**src/rtl/stage_w_hs.sv**
```systemverilog
`default_nettype none
// ============================================================================
//  Module   : stage_w_hs
//  Purpose  : Writeback stage for the combined ARM/RV core. A single-entry
//             M->W pipeline register with a valid/ready handshake, an N-way
//             result mux and a wait for variable-latency load data. Stage_m
//             is held off while a load waits for its data.
//  Ports    : clk, rst (async, active-low)
//             M side : arm, ValidM, ReadyW, ALUResultM, PCPlus4M, ExtResultM,
//                      RdM, PCSrcM, RegWriteM, ResultSrcM
//             memory : ReadDataW, ReadValidW
//             W side : ValidW, RdW, ResultW, RegWriteW, PCSrcW, ProtoErrW
//  Revision : 1.0  initial release
// ============================================================================
module stage_w_hs #(
  parameter  int XLEN = 32,
  parameter  int REGW = 5,
  parameter  int NEXT = 1,
  localparam int SRCW = $clog2(NEXT + 3)
) (
  input  logic                 clk,
  input  logic                 rst,
  input  logic                 arm,
  input  logic                 ValidM,
  output logic                 ReadyW,
  input  logic [XLEN-1:0]      ALUResultM,
  input  logic [XLEN-1:0]      PCPlus4M,
  input  logic [NEXT*XLEN-1:0] ExtResultM,
  input  logic [REGW-1:0]      RdM,
  input  logic                 PCSrcM,
  input  logic                 RegWriteM,
  input  logic [SRCW-1:0]      ResultSrcM,
  input  logic [XLEN-1:0]      ReadDataW,
  input  logic                 ReadValidW,
  output logic                 ValidW,
  output logic [REGW-1:0]      RdW,
  output logic [XLEN-1:0]      ResultW,
  output logic                 RegWriteW,
  output logic                 PCSrcW,
  output logic                 ProtoErrW
);

  typedef enum logic [1:0] {
    S_EMPTY = 2'd0,
    S_ALU   = 2'd1,
    S_WAIT  = 2'd2,
    S_LDONE = 2'd3
  } state_t;

  state_t state_q, state_d;

  logic [XLEN-1:0]      alu_q;
  logic [XLEN-1:0]      pc4_q;
  logic [NEXT*XLEN-1:0] ext_q;
  logic [XLEN-1:0]      load_q;
  logic [REGW-1:0]      rd_q;
  logic                 pcsrc_q;
  logic                 regwrite_q;
  logic [SRCW-1:0]      src_q;
  logic                 arm_q;
  logic                 proto_err_q;

  logic accept;
  logic load_arrive;

  assign ReadyW      = (state_q != S_WAIT);
  assign accept      = ValidM & ReadyW;
  assign load_arrive = (state_q == S_WAIT) & ReadValidW;

  // State register
  always_ff @(posedge clk or negedge rst) begin
    if (!rst) begin
      state_q <= S_EMPTY;
    end else begin
      state_q <= state_d;
    end
  end

  // Next-state logic. A completed entry (ALU/LDONE) is either replaced by a
  // newly accepted instruction or drained back to EMPTY in the same cycle.
  always_comb begin
    state_d = state_q;
    case (state_q)
      S_EMPTY, S_ALU, S_LDONE: begin
        if (accept) begin
          state_d = (ResultSrcM == '0) ? S_WAIT : S_ALU;
        end else begin
          state_d = S_EMPTY;
        end
      end
      S_WAIT: begin
        if (ReadValidW) begin
          state_d = S_LDONE;
        end
      end
      default: state_d = S_EMPTY;
    endcase
  end

  // Instruction payload, load data and the sticky protocol flag
  always_ff @(posedge clk or negedge rst) begin
    if (!rst) begin
      alu_q       <= '0;
      pc4_q       <= '0;
      ext_q       <= '0;
      load_q      <= '0;
      rd_q        <= '0;
      pcsrc_q     <= 1'b0;
      regwrite_q  <= 1'b0;
      src_q       <= '0;
      arm_q       <= 1'b0;
      proto_err_q <= 1'b0;
    end else begin
      if (accept) begin
        alu_q      <= ALUResultM;
        pc4_q      <= PCPlus4M;
        ext_q      <= ExtResultM;
        rd_q       <= RdM;
        pcsrc_q    <= PCSrcM;
        regwrite_q <= RegWriteM;
        src_q      <= ResultSrcM;
        arm_q      <= arm;
      end
      if (load_arrive) begin
        load_q <= ReadDataW;
      end
      // Data strobes outside WAIT (including the accept cycle of a load)
      // are never consumed and are flagged.
      if (ReadValidW && (state_q != S_WAIT)) begin
        proto_err_q <= 1'b1;
      end
    end
  end

  // Result mux; unknown selects fall back to the ALU result.
  always_comb begin
    ResultW = alu_q;
    if (src_q == SRCW'(0)) begin
      ResultW = load_q;
    end else if (src_q == SRCW'(1)) begin
      // ARM has no PC+4 writeback; the ALU already holds the link value.
      ResultW = arm_q ? alu_q : pc4_q;
    end else begin
      for (int i = 0; i < NEXT; i++) begin
        if (src_q == SRCW'(i + 3)) begin
          ResultW = ext_q[i*XLEN +: XLEN];
        end
      end
    end
  end

  assign ValidW    = (state_q == S_ALU) | (state_q == S_LDONE);
  assign RdW       = rd_q;
  // RV x0 is hard-wired zero; ARM R0 is an ordinary register.
  assign RegWriteW = ValidW & regwrite_q & ~(~arm_q & (rd_q == '0));
  assign PCSrcW    = ValidW & pcsrc_q & arm_q;
  assign ProtoErrW = proto_err_q;

endmodule
`default_nettype wire

```
**config.mk**
```make
export PLATFORM = sky130hd
export DESIGN_NAME = stage_w_hs
export DESIGN_NICKNAME = d
export VERILOG_FILES = /design/src/rtl/stage_w_hs.sv
export SDC_FILE = /design/constraint.sdc
export NUM_CORES = 1
export LEC_CHECK = 0
export ABC_CLOCK_PERIOD_IN_PS = 2160
export CORE_MARGIN = 2
export CORE_UTILIZATION = 48
export DETAILED_ROUTE_END_ITERATION = 16
export PLACE_DENSITY_LB_ADDON = 0.15
export SLEW_MARGIN = 25
export SYNTH_ARGS = -nofsm -noshare
export SYNTH_HDL_FRONTEND = slang
export SYNTH_SLANG_ARGS = --single-unit
```
**constraint.sdc**
```tcl
create_clock -name clk -period 2.16 [get_ports clk]
set_input_delay 0.54 -clock clk [delete_from_list [all_inputs] [get_ports clk]]
set_output_delay 0.54 -clock clk [all_outputs]
set_load 0.02 [all_outputs]
```
======== After elaboration in Yosys (flattened, before gate mapping) ========
Index checks and enable logic that the tools add are counted.
word-level totals
  register bits after elaboration ......... 141
  bits of input ports ..................... 142
operators by class
  bitwise gates (word level) .............. 10
  equal/unequal tests ..................... 7
  mux-type cells .......................... 8
  reductions and logical operators ........ 6
operators with widths
  operator              number
  $mux W32              4
  $and A1 B1 Y1         7
  $eq A2 B2 Y1 const B  3
  $logic_not A2 Y1      3
  $mux W2               3
  $logic_not A5 Y1      1
  $eq A2 B1 Y1 const B  2
  $ne A2 B2 Y1 const B  2
  $pmux W2 S2           1
  $reduce_or A3 Y1      1
  $not A1 Y1            2
  $logic_and A1 B1 Y1   1
  $or A1 B1 Y1          1

======== Depth between registers and ports, before layout ========
  depth after elaboration ................. 4
  mapped depth ............................ 5
  gate-level depth less buffers ........... 3

======== Worst setup path after synthesis ========
Ideal clock, no wire load.
  path type ............................... flip-flop to output port
  start ................................... reg arm_q
  end ..................................... out RegWriteW
  data required time ...................... 1.620 ns
  setup slack ............................. 0.126 ns
  cell stages (with the launch flop) ...... 5
  buffers on the path ..................... 2
  arrival ................................. 1.494 ns
  path through ............................ dfrtp_1 > buf_6 > buf_6 > or4_1 > o311a_1
on the way
  cells in the longest elaborated chain, start to end .. 4
ends and longest elaborated chain
  element                   RTL line  RTL
  start: declaration        60        logic arm_q;
  start signal: assignment  122       arm_q <= arm;
  $not A1 Y1                155       assign RegWriteW = ValidW & regwrite_q & ~(~arm_q & (rd_q == '0));
  $and A1 B1 Y1             155
  $not A1 Y1                155
  $and A1 B1 Y1             155
  end: declaration          38        output logic RegWriteW,
No other way between the ends.

======== Final worst setup path ========
  start ................................... reg arm_q
  end ..................................... out ResultW[6]
on the way
  cells in the longest elaborated chain, start to end .. 3
ends and longest elaborated chain
  element           RTL line  RTL
  $mux W32          142       ResultW = arm_q ? alu_q : pc4_q;
  $mux W32          140       end else if (src_q == SRCW'(1)) begin
  $mux W32          138       if (src_q == SRCW'(0)) begin
  end: declaration  37        output logic [XLEN-1:0] ResultW,
No other way between the ends.

==> results.py <==
metrics = {
    "finish": {
        "num-fill-cells": 886,
        "layout.nets": 758,
        "instances_no_fill": 802,
        "layout-drive-gt1-share_pct": 51.6,
        "n_antenna_cell": 0,
        "area.growth.synth_to_final_pct": 50.7,
    },
    "place": {
        "io_buffers": 183,
        "gp_congestion": 0.745,
        "placed_cells": 767,
        "dp_hpwl_um": 10500,
    },
    "global_routing": {
        "grt_overflow_total": 0,
        "grt_max_degree": 45,
        "grt_util_all_layers_pct": 21.9,
        "grt_pass1_wl_um": 23600,
        "antenna_found_initial": 0,
        "grt_pass1_vias": 4642,
    },
    "timing": {
        "slew_violations": 0,
        "setup_viol": 33,
        "final.setup.tns_ns": -13.08,
        "hold_violations": 0,
        "tightest_slew_ns": 0.414,
        "slew_headroom_pct": 72.4,
        "fin_skew_ns": 0.00570,
        "rsz0062_at_grt": "true",
        "period_share_pct": 120,
        "timing.fmax_ghz": 0.385,
        "worst_slack_ns": -0.436,
        "fin_crit_ns": 2.60,
        "holdWs_ns": 0.0409,
    },
    "logic_synthesis": {
        "ys_warn_count": 0,
        "synth-edff-count": 0,
        "dominantRegCellSynth": "dfrtp_1",
        "synth.distinct_cells": 17,
        "synth.yosys.seq_area_share_pct": 55.1,
        "synthCells": 381,
        "syn_area_um2": 6400,
        "async_flop_share_pct": 100,
        "ys_ff_latch": 141,
        "syn_avg_cell_area_um2": 16.8,
        "syn_nets": 523,
    },
    "cts": {
        "cts.htree.levels": 4,
        "clk_path_buf_depth": 2,
        "clock-sinks": 141,
        "cts_buffers": 17,
        "clk_latency_ns": 0.42,
        "clkTransAtPathRegs_ns": 0.05,
        "cts_tree": "built",
        "hold_buffers": 0,
        "root_buffer": "clkbuf_16",
    },
    "outcome": {
        "status": "finished, violations left",
        "violations": "setup timing",
    },
    "worst_setup_path": {
        "r2r_cells": 4,
        "cp-end-kind": "output port",
        "worstPathArrival_ns": 2.06,
        "cp-endpoint": "ResultW[6]",
        "crit_type": "register to output port",
        "cp.depth": 5,
        "reg2reg_to": "pc4_q[14]",
        "crit_path_start_kind": "register",
        "r2r-start": "state_q[0]",
        "crit_top_cell": "buf_6",
        "reg2reg_slack_ns": 0.46,
        "crit_slowest_cell": "mux4_2",
        "crit_family": "multiplexers",
        "path_max_fanout": 5,
        "critPathMaxStageDelay_ns": 0.47,
        "crit_required_ns": 1.62,
        "worst-path-buf-inv": 3,
        "startpoint": "arm_q",
        "path_cells": "buf_6 -> clkbuf_16 -> mux2_4 -> mux4_2 -> buf_6",
    },
    "drt": {
        "wl_met2_um": 7570,
        "highest_layer": "met4",
        "ant_nets": 0,
        "drt_iter0_drc": 132,
        "vias": 4173,
        "wl_met1_um": 6280,
        "drt-wirelength-per-cell_um": 18.8,
        "routed-wl-met3_um": 894,
        "routed_via_density": 5.20,
        "first_pass_iters": 4,
        "drt_wl_total_um": 15000,
        "drc": 0,
    },
    "floorplanning": {
        "core_um2": 13100,
        "die_h_um": 120,
        "num_io_pins": 184,
        "die_w_um": 120,
        "start_util_pct": 48.7,
        "dieArea_um2": 14300,
        "rows": 42,
    },
    "hold_path": {
        "hp-class": "input port to asynchronous set/reset pin",
    },
    "pwr": {
        "p_per_area_nw_per_um2": 1000,
        "power.total_w": 0.00967,
        "power.leakage_nw": 4.11,
        "peakVddDrop_mv": 0.608,
    },
    "run": {
        "drv_cap": 0,
    },
}
worst register-to-register path: stages (launching register included):
cell and delay (ns):
dfrtp_1 0.43, nand2b_1 0.27, nand2_4 0.29, buf_12 0.22
mux2_2 0.37
repair_timing:
action / CTS / global route
resized for setup: 162 / 76
buffers inserted: 1 / 3
pin swaps: 0 / 2
hold endpoints to repair: 0 / 0
setup endpoints to repair: 35 / 34
gates cloned: 0 / 2
cells in the final DEF (no fill, tap or decap):
| cell | n |
|---|---|
| a21o_1 | 1 |
| and3_1 | 1 |
| buf_12 | 17 |
| buf_2 | 2 |
| buf_4 | 37 |
| buf_6 | 35 |
| buf_8 | 1 |
| clkbuf_1 | 7 |
| clkbuf_16 | 19 |
| clkbuf_8 | 3 |
| clkdlybuf4s50_1 | 147 |
| clkinv_2 | 2 |
| dfrtp_1 | 138 |
| dfrtp_2 | 3 |
| dlygate4sd2_1 | 2 |
| mux2_2 | 142 |
| mux2_4 | 28 |
| mux4_2 | 32 |
| nand2_1 | 2 |
| nand2_4 | 1 |
| nand2b_1 | 1 |
| nand3b_1 | 1 |
| nor2_1 | 1 |
| o21ai_0 | 1 |
| o311a_1 | 1 |
| or4_4 | 1 |
layer usage:
metal | track usage [%] | up-vias
li1 | - | 1894
met1 | 26.9 | 2142
met2 | 36.5 | 117
met3 | 6.75 | 20
met4 | 8.60 | 0
met5 | 0 | -
worst min-delay path by stage:
stage,startpoint,end,cells past startpoint
final,rst,load_q[18],1
after global routing,rst,load_q[18],1
after CTS,rst,alu_q[21],1
after detailed placement,ProtoErrW,ProtoErrW,1
after global placement,ProtoErrW,ProtoErrW,1
after floorplan,rst,ProtoErrW,0
report_power, final:
group,internal [W],switching [W],total [W]
combinational,0.00224,0.00129,0.00352
sequential,0.00327,0.000340,0.00361
clock,0.00153,0.00101,0.00254
total,0.00704,0.00263,0.00967
cell usage after synthesis, types with 2 or more instances:
| master | n | share of area, % |
|---|---|---|
| mux2_1 | 22 | 3.9 |
| mux2_2 | 148 | 26 |
| buf_6 | 7 | 1.2 |
| mux4_2 | 32 | 11 |
| nand2_1 | 2 | 0.12 |
| clkbuf_1 | 5 | 0.29 |
| buf_2 | 15 | 1.2 |
| dfrtp_1 | 141 | 55 |
metrics by stage:
step                util [%]  worst slack (ns)  area (um2)
floorplan                  -             0.126        6400
global placement        67.4            -0.329        8860
detailed placement      67.4            -0.385        8860
CTS                     71.3            -0.491        9370
global route            73.4            -0.470        9650
finish                  73.4            -0.436        9650
registers in the layout, summed over array words and instances (netlist names):
signal	flops
pc4_q	32
pcsrc_q	1
ext_q	32
alu_q	32
load_q	32
src_q	2
state_q	2
regwrite_q	1
arm_q	1
RdW	5
ProtoErrW	1
area by class of cell:
cell class | instances | area, um2 | area share, %
flip-flops and latches | 141 | 3530 | 36.6
multi-input cells | 213 | 2820 | 29.2
repair buffers | 243 | 2580 | 26.7
clock buffers | 27 | 493 | 5.11
well taps | 176 | 220 | 2.28
clock inverters | 2 | 10.0 | 0.104
logic make-up after synthesis:
family / share of synthesized area (%)
buffers and inverters: 2.70
muxes: 41.1
DFF: 55.1
AOI/OAI and AO/OA: 0.352
and+or+nand+nor: 0.704
(Power assumes the default switching activity.)
